`src/rtl/mfcc_frame_rd_agen.sv`:
```
// Read-side address generator for the 128-entry MFCC sample ring: start = write pointer - frame length,
// then one address per accepted beat. Define MFCC_RD_REVERSE_EN to emit the frame newest-first.
module mfcc_frame_rd_agen #(
  parameter int ADDR_WIDTH = 7,
  parameter int LEN_WIDTH  = 8
) (
  input  logic                  clk,
  input  logic                  rst_n,
  input  logic                  start,
  input  logic [ADDR_WIDTH-1:0] base_addr,
  input  logic [LEN_WIDTH-1:0]  frame_len,
  output logic [ADDR_WIDTH-1:0] rd_addr,
  output logic                  rd_valid,
  input  logic                  rd_ready,
  output logic                  busy,
  output logic                  done
);

  localparam logic [LEN_WIDTH-1:0]  DEPTH = LEN_WIDTH'(1 << ADDR_WIDTH);
  localparam logic [LEN_WIDTH-1:0]  ONE_L = LEN_WIDTH'(1);
  localparam logic [ADDR_WIDTH-1:0] ONE_A = ADDR_WIDTH'(1);

  typedef enum logic [1:0] {IDLE, LOAD, RUN, DONE} state_t;

  // Carry-chain adder with the final carry-out dropped, giving modulo-2^ADDR_WIDTH results.
  function automatic logic [ADDR_WIDTH-1:0] cla_add(input logic [ADDR_WIDTH-1:0] a,
                                                     input logic [ADDR_WIDTH-1:0] b,
                                                     input logic                  cin);
    logic [ADDR_WIDTH-1:0] s;
    logic                  c;
    s = '0;
    c = cin;
    for (int i = 0; i < ADDR_WIDTH; i++) begin
      s[i] = a[i] ^ b[i] ^ c;
      c    = (a[i] & b[i]) | ((a[i] ^ b[i]) & c);
    end
    return s;
  endfunction

  state_t                state_q;
  logic [ADDR_WIDTH-1:0] rd_addr_q;
  logic                  rd_valid_q;
  logic                  busy_q;
  logic                  done_q;
  logic [LEN_WIDTH-1:0]  cnt_q;
  logic [ADDR_WIDTH-1:0] base_q;
  logic [LEN_WIDTH-1:0]  len_q;

  logic [LEN_WIDTH-1:0]  len_eff_d;
  logic [ADDR_WIDTH-1:0] load_addr_d;
  logic [ADDR_WIDTH-1:0] step_addr_d;

  assign len_eff_d = (frame_len > DEPTH) ? DEPTH : frame_len;

`ifdef MFCC_RD_REVERSE_EN
  // Newest sample first: base - 1, then walk downwards.
  assign load_addr_d = cla_add(base_q, {ADDR_WIDTH{1'b1}}, 1'b0);
  assign step_addr_d = rd_addr_q - ONE_A;
`else
  // base + ~len + 1; a full-buffer length has zero low bits and lands back on base.
  assign load_addr_d = cla_add(base_q, ~len_q[ADDR_WIDTH-1:0], 1'b1);
  assign step_addr_d = rd_addr_q + ONE_A;
`endif

  always_ff @(posedge clk or negedge rst_n) begin
    if (!rst_n) begin
      state_q    <= IDLE;
      rd_addr_q  <= '0;
      rd_valid_q <= 1'b0;
      busy_q     <= 1'b0;
      done_q     <= 1'b0;
      cnt_q      <= '0;
      base_q     <= '0;
      len_q      <= '0;
    end else begin
      case (state_q)
        IDLE: begin
          if (start) begin
            base_q  <= base_addr;
            len_q   <= len_eff_d;
            busy_q  <= 1'b1;
            state_q <= LOAD;
          end
        end
        LOAD: begin
          rd_addr_q <= load_addr_d;
          cnt_q     <= len_q;
          if (len_q == '0) begin
            done_q  <= 1'b1;
            state_q <= DONE;
          end else begin
            rd_valid_q <= 1'b1;
            state_q    <= RUN;
          end
        end
        RUN: begin
          if (rd_valid_q && rd_ready) begin
            rd_addr_q <= step_addr_d;
            cnt_q     <= cnt_q - ONE_L;
            if (cnt_q == ONE_L) begin
              rd_valid_q <= 1'b0;
              done_q     <= 1'b1;
              state_q    <= DONE;
            end
          end
        end
        DONE: begin
          done_q  <= 1'b0;
          busy_q  <= 1'b0;
          state_q <= IDLE;
        end
        default: state_q <= IDLE;
      endcase
    end
  end

  assign rd_addr  = rd_addr_q;
  assign rd_valid = rd_valid_q;
  assign busy     = busy_q;
  assign done     = done_q;

endmodule

```
`config.mk`:
```
export PLATFORM = sky130hd
export DESIGN_NAME = mfcc_frame_rd_agen
export DESIGN_NICKNAME = d
export VERILOG_FILES = /design/src/rtl/mfcc_frame_rd_agen.sv
export SDC_FILE = /design/constraint.sdc
export NUM_CORES = 1
export LEC_CHECK = 0
export CAP_MARGIN = 30
export CORE_AREA = 2 2 81 83
export CTS_CLUSTER_DIAMETER = 80
export CTS_CLUSTER_SIZE = 10
export DETAILED_ROUTE_END_ITERATION = 7
export DIE_AREA = 0 0 83 85
export GPL_ROUTABILITY_DRIVEN = 0
export GPL_TIMING_DRIVEN = 0
export PLACE_DENSITY_LB_ADDON = 0.2
export SYNTH_ARGS = -nofsm -noshare
export SYNTH_HDL_FRONTEND = slang
export SYNTH_SLANG_ARGS = --single-unit
```
`constraint.sdc`:
```
create_clock -name clk -period 3.3 [get_ports clk]
set_clock_uncertainty 0.1 [all_clocks]
set_input_delay 0.33 -clock clk [delete_from_list [all_inputs] [get_ports clk]]
set_output_delay 0.33 -clock clk [all_outputs]
set_load 0.005 [all_outputs]
```
==> metrics.csv, run 1 <==
metric;value;unit
status;finished, final reports clean;
syn avg cell area;9.89;um2
dpl hpwl;3540;um
Antenna diodes;0;
most frequent cell after synthesis;dfrtp_1;
critical path's most frequent cell;fa_2;
drt pass-1 iters;4;
slowest CP cell;fa_1;
Max-Cap Viols;0;
minimum clock period after layout;3180;ps
RR Endpoint;rd_addr[6]$_DFFE_PN0P_;
syn nets;243;
CP required;3370;ps
Yosys warning count;0;
via count;1627;
Synth async-reset ratio;100;%
first-iteration detailed-routing DRC count;54;
Syn Inst Count;211;
Post-route DRC;0;
initial antenna violation count;0;
design area;2580;um2
I/O pins;29;
vias in the first global route;1577;
Fin Setup TNS;0;ps
Hold Path Class;input pin to asynchronous set/reset pin;
fin crit share;96.5;%
unrepaired setup endpoints after global routing;no;
leakage;1.06;nW
Vias/cell;5.01;
ANT nets after route;0;
min setup slack post-route;116;ps
crit path cell chain;inv_1, ha_1, fa_1, fa_2, fa_2, fa_2, fa_2, xnor2_2, xnor2_1, a31oi_1, o21ai_1;
Slew Limit Fails;0;
Crit Path Max Fanout;2;
nets@finish;279;
Worst R2R Setup Slack;120;ps
Fin. Hold Viols;0;
Die Area;7060;um2
core area;6200;um2
first-pass GRT wire length;8080;um
Mapped Area;2090;um2
Fmax achieved;314;MHz
Die Y;85;um
number of fill cells;640;
nature of the critical path endpoint;register;
post-cts hold buffer count;0;
CTS Root Cell;clkbuf_8;
Main synth FF type;dfrtp_1;
synthesized flop and latch total;35;
worst r2r src;base_q[0]$_DFFE_PN0P_;
H-Tree Depth;2;
Peak VDD IR;0.000338;V
CP bufs+invs;1;
Setup WS pre-CTS;-127;ps
Overflow after GRT;0;
crit path DAT;3250;ps
top cell type's share of synthesized area;42.0;%
IO buf count;28;
Final Hold Slack;16.9;ps
Seq/Total Area, Yosys;42.0;%
Reg2Reg Depth;11;
CTS tree;yes;
layout cells sized above 1;12.5;%
WS Path Type;register to register;
Clock Latency Late Sink;290;ps
Post-DP Area;2460;um2
post-synth top area cell;dfrtp_1;
power density over the cells;1000;nW/um2
WL per Instance;14.6;um
critical path's largest stage delay;380;ps
Worst-Margin Slew;818;ps
initial core utilization;33.6;%
gr usage total;14.5;%
Max Buffers Root-to-Sink;2;
critical path's top delay family;adder cells;
Chip Width;83;um
Post-synth EDFFs;0;
top cells by count, synth;dfrtp_1 (35), nand2_1 (22), inv_1 (15), o21ai_0 (15);
startpoint types;register;
TritonCTS buffer count;5;
routed wire length;4750;um
area grow syn2layout;23.7;%
largest net degree at the start of global routing;36;
Clock transition at path regs;80;ps
clk sink count;35;
Final Setup Violations;0;
Pwr Total;2.59;mW
count of unique library cells instantiated by Yosys;43;
top cells by area, synth;dfrtp_1 (42%), mux2_2 (4.9%), fa_1 (4.8%), ha_1 (4.8%), xnor2_1 (4.6%);
slew margin rel.;45.5;%
Site Rows;29;
[final cells by class]
class	count	area, um2	area share (%)
Multi-Input combinational cell	153	1140	44.2
Timing Repair Buffer	29	283	10.9
Clock buffer	6	82.6	3.20
Tap cell	77	96.3	3.73
Sequential cell	35	876	33.9
Buffer	8	30.0	1.16
Clock inverter	2	16.3	0.630
Inverter	15	56.3	2.18
[what timing repair did]
item,in CTS,in global routing
setup buffers,1,0
endpoints found under the setup margin,1,1
pin swaps,3,1
endpoints found under the hold margin,0,0
resized for setup,5,1
[sequential cells by signal, indices dropped and copies added, names as in the netlist]
register and count:
cnt_q 8, len_q 8, base_q 7, rd_addr 7, state_q 2, busy 1
done 1, rd_valid 1
[worst max-delay path by stage]
stage	cells after the start	start	to
floorplan	10	len_q[0]$_DFFE_PN0P_	rd_addr[6]$_DFFE_PN0P_
CTS	11	base_q[0]$_DFFE_PN0P_	rd_addr[6]$_DFFE_PN0P_
finish	11	base_q[0]$_DFFE_PN0P_	rd_addr[6]$_DFFE_PN0P_
detailed placement	10	len_q[0]$_DFFE_PN0P_	rd_addr[6]$_DFFE_PN0P_
global route	11	base_q[0]$_DFFE_PN0P_	rd_addr[6]$_DFFE_PN0P_
global placement	10	len_q[0]$_DFFE_PN0P_	rd_addr[6]$_DFFE_PN0P_
[cells by family after synthesis]
logic type      Yosys count  synth area share [%]
xor+xnor                 15                  6.29
compound gates           47                  14.3
fa+ha+maj                13                  9.59
simple gates             64                  16.4
flops                    35                  42.0
mux                      14                  7.31
buf+inv                  23                  4.14
[power by group]
group | switching (mW) | internal, mW | total (mW) | leakage (nW)
Clock | 0.173 | 0.170 | 0.344 | 0.0474
Sequential | 0.225 | 0.648 | 0.873 | 0.423
Combinational | 0.685 | 0.688 | 1.37 | 0.589
Total | 1.08 | 1.51 | 2.59 | 1.06
[worst reg2reg max path, delay by kind of cell, from the launching register on]
kind	cells	cell delay [ps]
DFF	1	370
xor gates and xnor gates	2	300
buffers and inverters	1	50
adders and majority gates	6	2010
AOI/OAI and AO/OA	2	230
[through the flow]
step                utilization, %  instances
floorplan                        -        211
global placement              39.7        316
detailed placement            39.6        316
CTS                           41.6        325
global route                  41.6        325
finish                        41.6        325
[per-layer routing]
| layer | up-vias | GRT usage [%] | part of all wire [%] |
|---|---|---|---|
| met1 | 784 | 19.7 | 49 |
| met3 | 5 | 4.28 | 3.8 |
| met2 | 36 | 22.5 | 46 |
| li1 | 802 | - | - |
| met4 | 0 | 4.47 | 1.0 |
| met5 | - | 0 | 0 |
[placed cells by master (no fill, tap or decap), types with 3 or more instances in the layout]
master,netlist,layout
dfrtp_1,35,35
clkdlybuf4s50_1,0,27
nand2_1,22,22
inv_1,15,15
o21ai_0,15,14
a21oi_1,11,11
nor2_1,10,10
nand2b_1,10,10
xnor2_1,11,10
mux2_2,9,9
ha_1,8,8
clkbuf_8,0,6
nand3_1,5,5
buf_1,4,4
clkbuf_1,4,4
o211ai_1,4,4
mux2i_1,4,4
xor2_1,4,4
fa_2,0,4
nor3_1,3,3
o211a_1,3,3
Note: power is estimated with default switching activity, not from simulation.
==> run 2: changes to the inputs <==
--- a/config.mk
+++ b/config.mk
@@ -5,7 +5,7 @@
 export SDC_FILE = /design/constraint.sdc
 export NUM_CORES = 1
 export LEC_CHECK = 0
-export CAP_MARGIN = 30
+export CAP_MARGIN = 25
 export CORE_AREA = 2 2 81 83
 export CTS_CLUSTER_DIAMETER = 80
 export CTS_CLUSTER_SIZE = 10
@@ -14,6 +14,7 @@
 export GPL_ROUTABILITY_DRIVEN = 0
 export GPL_TIMING_DRIVEN = 0
 export PLACE_DENSITY_LB_ADDON = 0.2
+export SKIP_CTS_REPAIR_TIMING = 1
 export SYNTH_ARGS = -nofsm -noshare
 export SYNTH_HDL_FRONTEND = slang
 export SYNTH_SLANG_ARGS = --single-unit
==> run 2 against run 1 <==
Effect of this change: setup slack gained 2.3 ps; die area is the same; critical path depth is the same; sequential power is essentially flat; count of clock-buffer cells in the layout is the same; hold slack lost 1.8 ps; cell count grew 0.31%; power grew 1.3%; clock power is essentially flat; combinational power is essentially flat.
==> metrics.csv, run 2 (synthesized netlist as in run 1, its figures left out) <==
metric;value;unit
status;finished, final reports clean;
power density over the cells;1010;nW/um2
ANT nets after route;0;
fin crit share;96.4;%
Antenna diodes;0;
WS Path Type;register to register;
CTS tree;yes;
WL per Instance;14.5;um
gr usage total;14.4;%
clk sink count;35;
min setup slack post-route;119;ps
worst r2r src;base_q[0]$_DFFE_PN0P_;
largest registers;cnt_q (8), len_q (8);
Psw;1.09;mW
wl on met1;2300;um
top routing layer used;met4;
initial antenna violation count;0;
drt pass-1 iters;4;
slowest CP cell;fa_2;
nets@finish;280;
Fmax achieved;314;MHz
internal power;1.53;mW
critical path's largest stage delay;420;ps
I/O pins;29;
critical path's most frequent cell;fa_2;
Max-Cap Viols;0;
first-iteration detailed-routing DRC count;58;
Worst R2R Setup Slack;120;ps
combinational power share;53.4;%
largest net degree at the start of global routing;36;
CTS Root Cell;clkbuf_8;
initial core utilization;33.6;%
Slew Limit Fails;0;
Site Rows;29;
Die Y;85;um
wire length on met3;236;um
vias in the first global route;1572;
Post-route DRC;0;
Overflow after GRT;0;
Hold Path Class;input pin to asynchronous set/reset pin;
Fin. Hold Viols;0;
Vias/cell;4.97;
DR WL met2;2150;um
Worst-Margin Slew;818;ps
crit path DAT;3250;ps
minimum clock period after layout;3180;ps
Clock Latency Late Sink;300;ps
IO buf count;28;
CP required;3370;ps
RR Endpoint;rd_addr[6]$_DFFE_PN0P_;
Clock transition at path regs;80;ps
Sw Share;41.7;%
Non-Filler Instances;326;
highest-count cells in the layout ignoring fill and taps;dfrtp_1 (35), clkdlybuf4s50_1 (27), nand2_1 (22);
Max Buffers Root-to-Sink;2;
Reg2Reg Depth;11;
via count;1619;
first-pass GRT wire length;8050;um
CP bufs+invs;1;
unrepaired setup endpoints after global routing;no;
Die Area;7060;um2
slew margin rel.;45.5;%
H-Tree Depth;2;
core area;6200;um2
commonest non-fill, non-tap cell in the layout;dfrtp_1;
leakage;1.07;nW
Chip Width;83;um
Clk network pwr share;13.2;%
critical path's top delay family;adder cells;
area grow syn2layout;24.7;%
Crit Path Max Fanout;2;
layout cells sized above 1;14.1;%
Setup WS pre-CTS;-127;ps
placed insts;316;
Peak VDD IR;0.000345;V
TritonCTS buffer count;5;
nature of the critical path endpoint;register;
dpl hpwl;3540;um
crit path cell chain;inv_1, ha_2, fa_2, fa_2, fa_2, fa_2, fa_2, xnor2_2, xnor2_2, a31oi_1, o21ai_1;
routed wire length;4740;um
startpoint types;register;
Final Setup Violations;0;
Flop pwr share;33.4;%
run 2: metal layers:
metal	up-vias	track usage, %
met2	38	22.3
met5	-	0
met1	773	19.7
met4	0	4.47
li1	803	-
met3	5	4.28
run 2: final cells by class:
class	instances	area, um2
Tap cell	77	96.3
Buffer	8	30.0
Sequential cell	35	876
Timing Repair Buffer	30	290
Clock inverter	2	16.3
Clock buffer	6	82.6
Multi-Input combinational cell	153	1150
Fill cell	638	3600
Inverter	15	56.3
run 2: how the worst max path moves through the flow:
stage / cells past startpoint / slack, ps / start / to
finish: 11 / 120 / base_q[0]$_DFFE_PN0P_ / rd_addr[6]$_DFFE_PN0P_
global route: 11 / 30 / base_q[0]$_DFFE_PN0P_ / rd_addr[6]$_DFFE_PN0P_
CTS: 10 / -140 / len_q[0]$_DFFE_PN0P_ / rd_addr[6]$_DFFE_PN0P_
detailed placement: 10 / -130 / len_q[0]$_DFFE_PN0P_ / rd_addr[6]$_DFFE_PN0P_
global placement: 10 / -70 / len_q[0]$_DFFE_PN0P_ / rd_addr[6]$_DFFE_PN0P_
floorplan: 10 / 130 / len_q[0]$_DFFE_PN0P_ / rd_addr[6]$_DFFE_PN0P_
run 2: worst register-to-register path, cell delays in order (launching register included):
cell and delay [ps]:
dfrtp_1 370, inv_1 60, ha_2 180, fa_2 330
fa_2 350, fa_2 350, fa_2 360, fa_2 420
xnor2_2 170, xnor2_2 140, a31oi_1 150, o21ai_1 80
run 2: per-stage QoR:
stage / hold slack (ps) / utilization, % / cell area [um2] / power, mW / setup TNS (ps)
global placement: 391 / 39.7 / 2460 / 2.18 / -66.9
global route: 88.4 / 41.9 / 2600 / 2.87 / 0
detailed placement: 375 / 39.6 / 2460 / 2.22 / -127
CTS: 53.9 / 41.2 / 2560 / 2.58 / -142
finish: 15.1 / 41.9 / 2600 / 2.62 / 0
floorplan: -65.6 / - / 2090 / 1.73 / 0
run 2: power groups by stage:
stage	sequential [mW]	combinational, mW	clock [mW]
2_1_floorplan	0.824	0.909	0
3_3_place_gp	0.879	1.30	0
3_5_place_dp	0.881	1.34	0
4_1_cts	0.875	1.34	0.359
5_1_grt	0.910	1.57	0.384
6_report	0.876	1.40	0.346
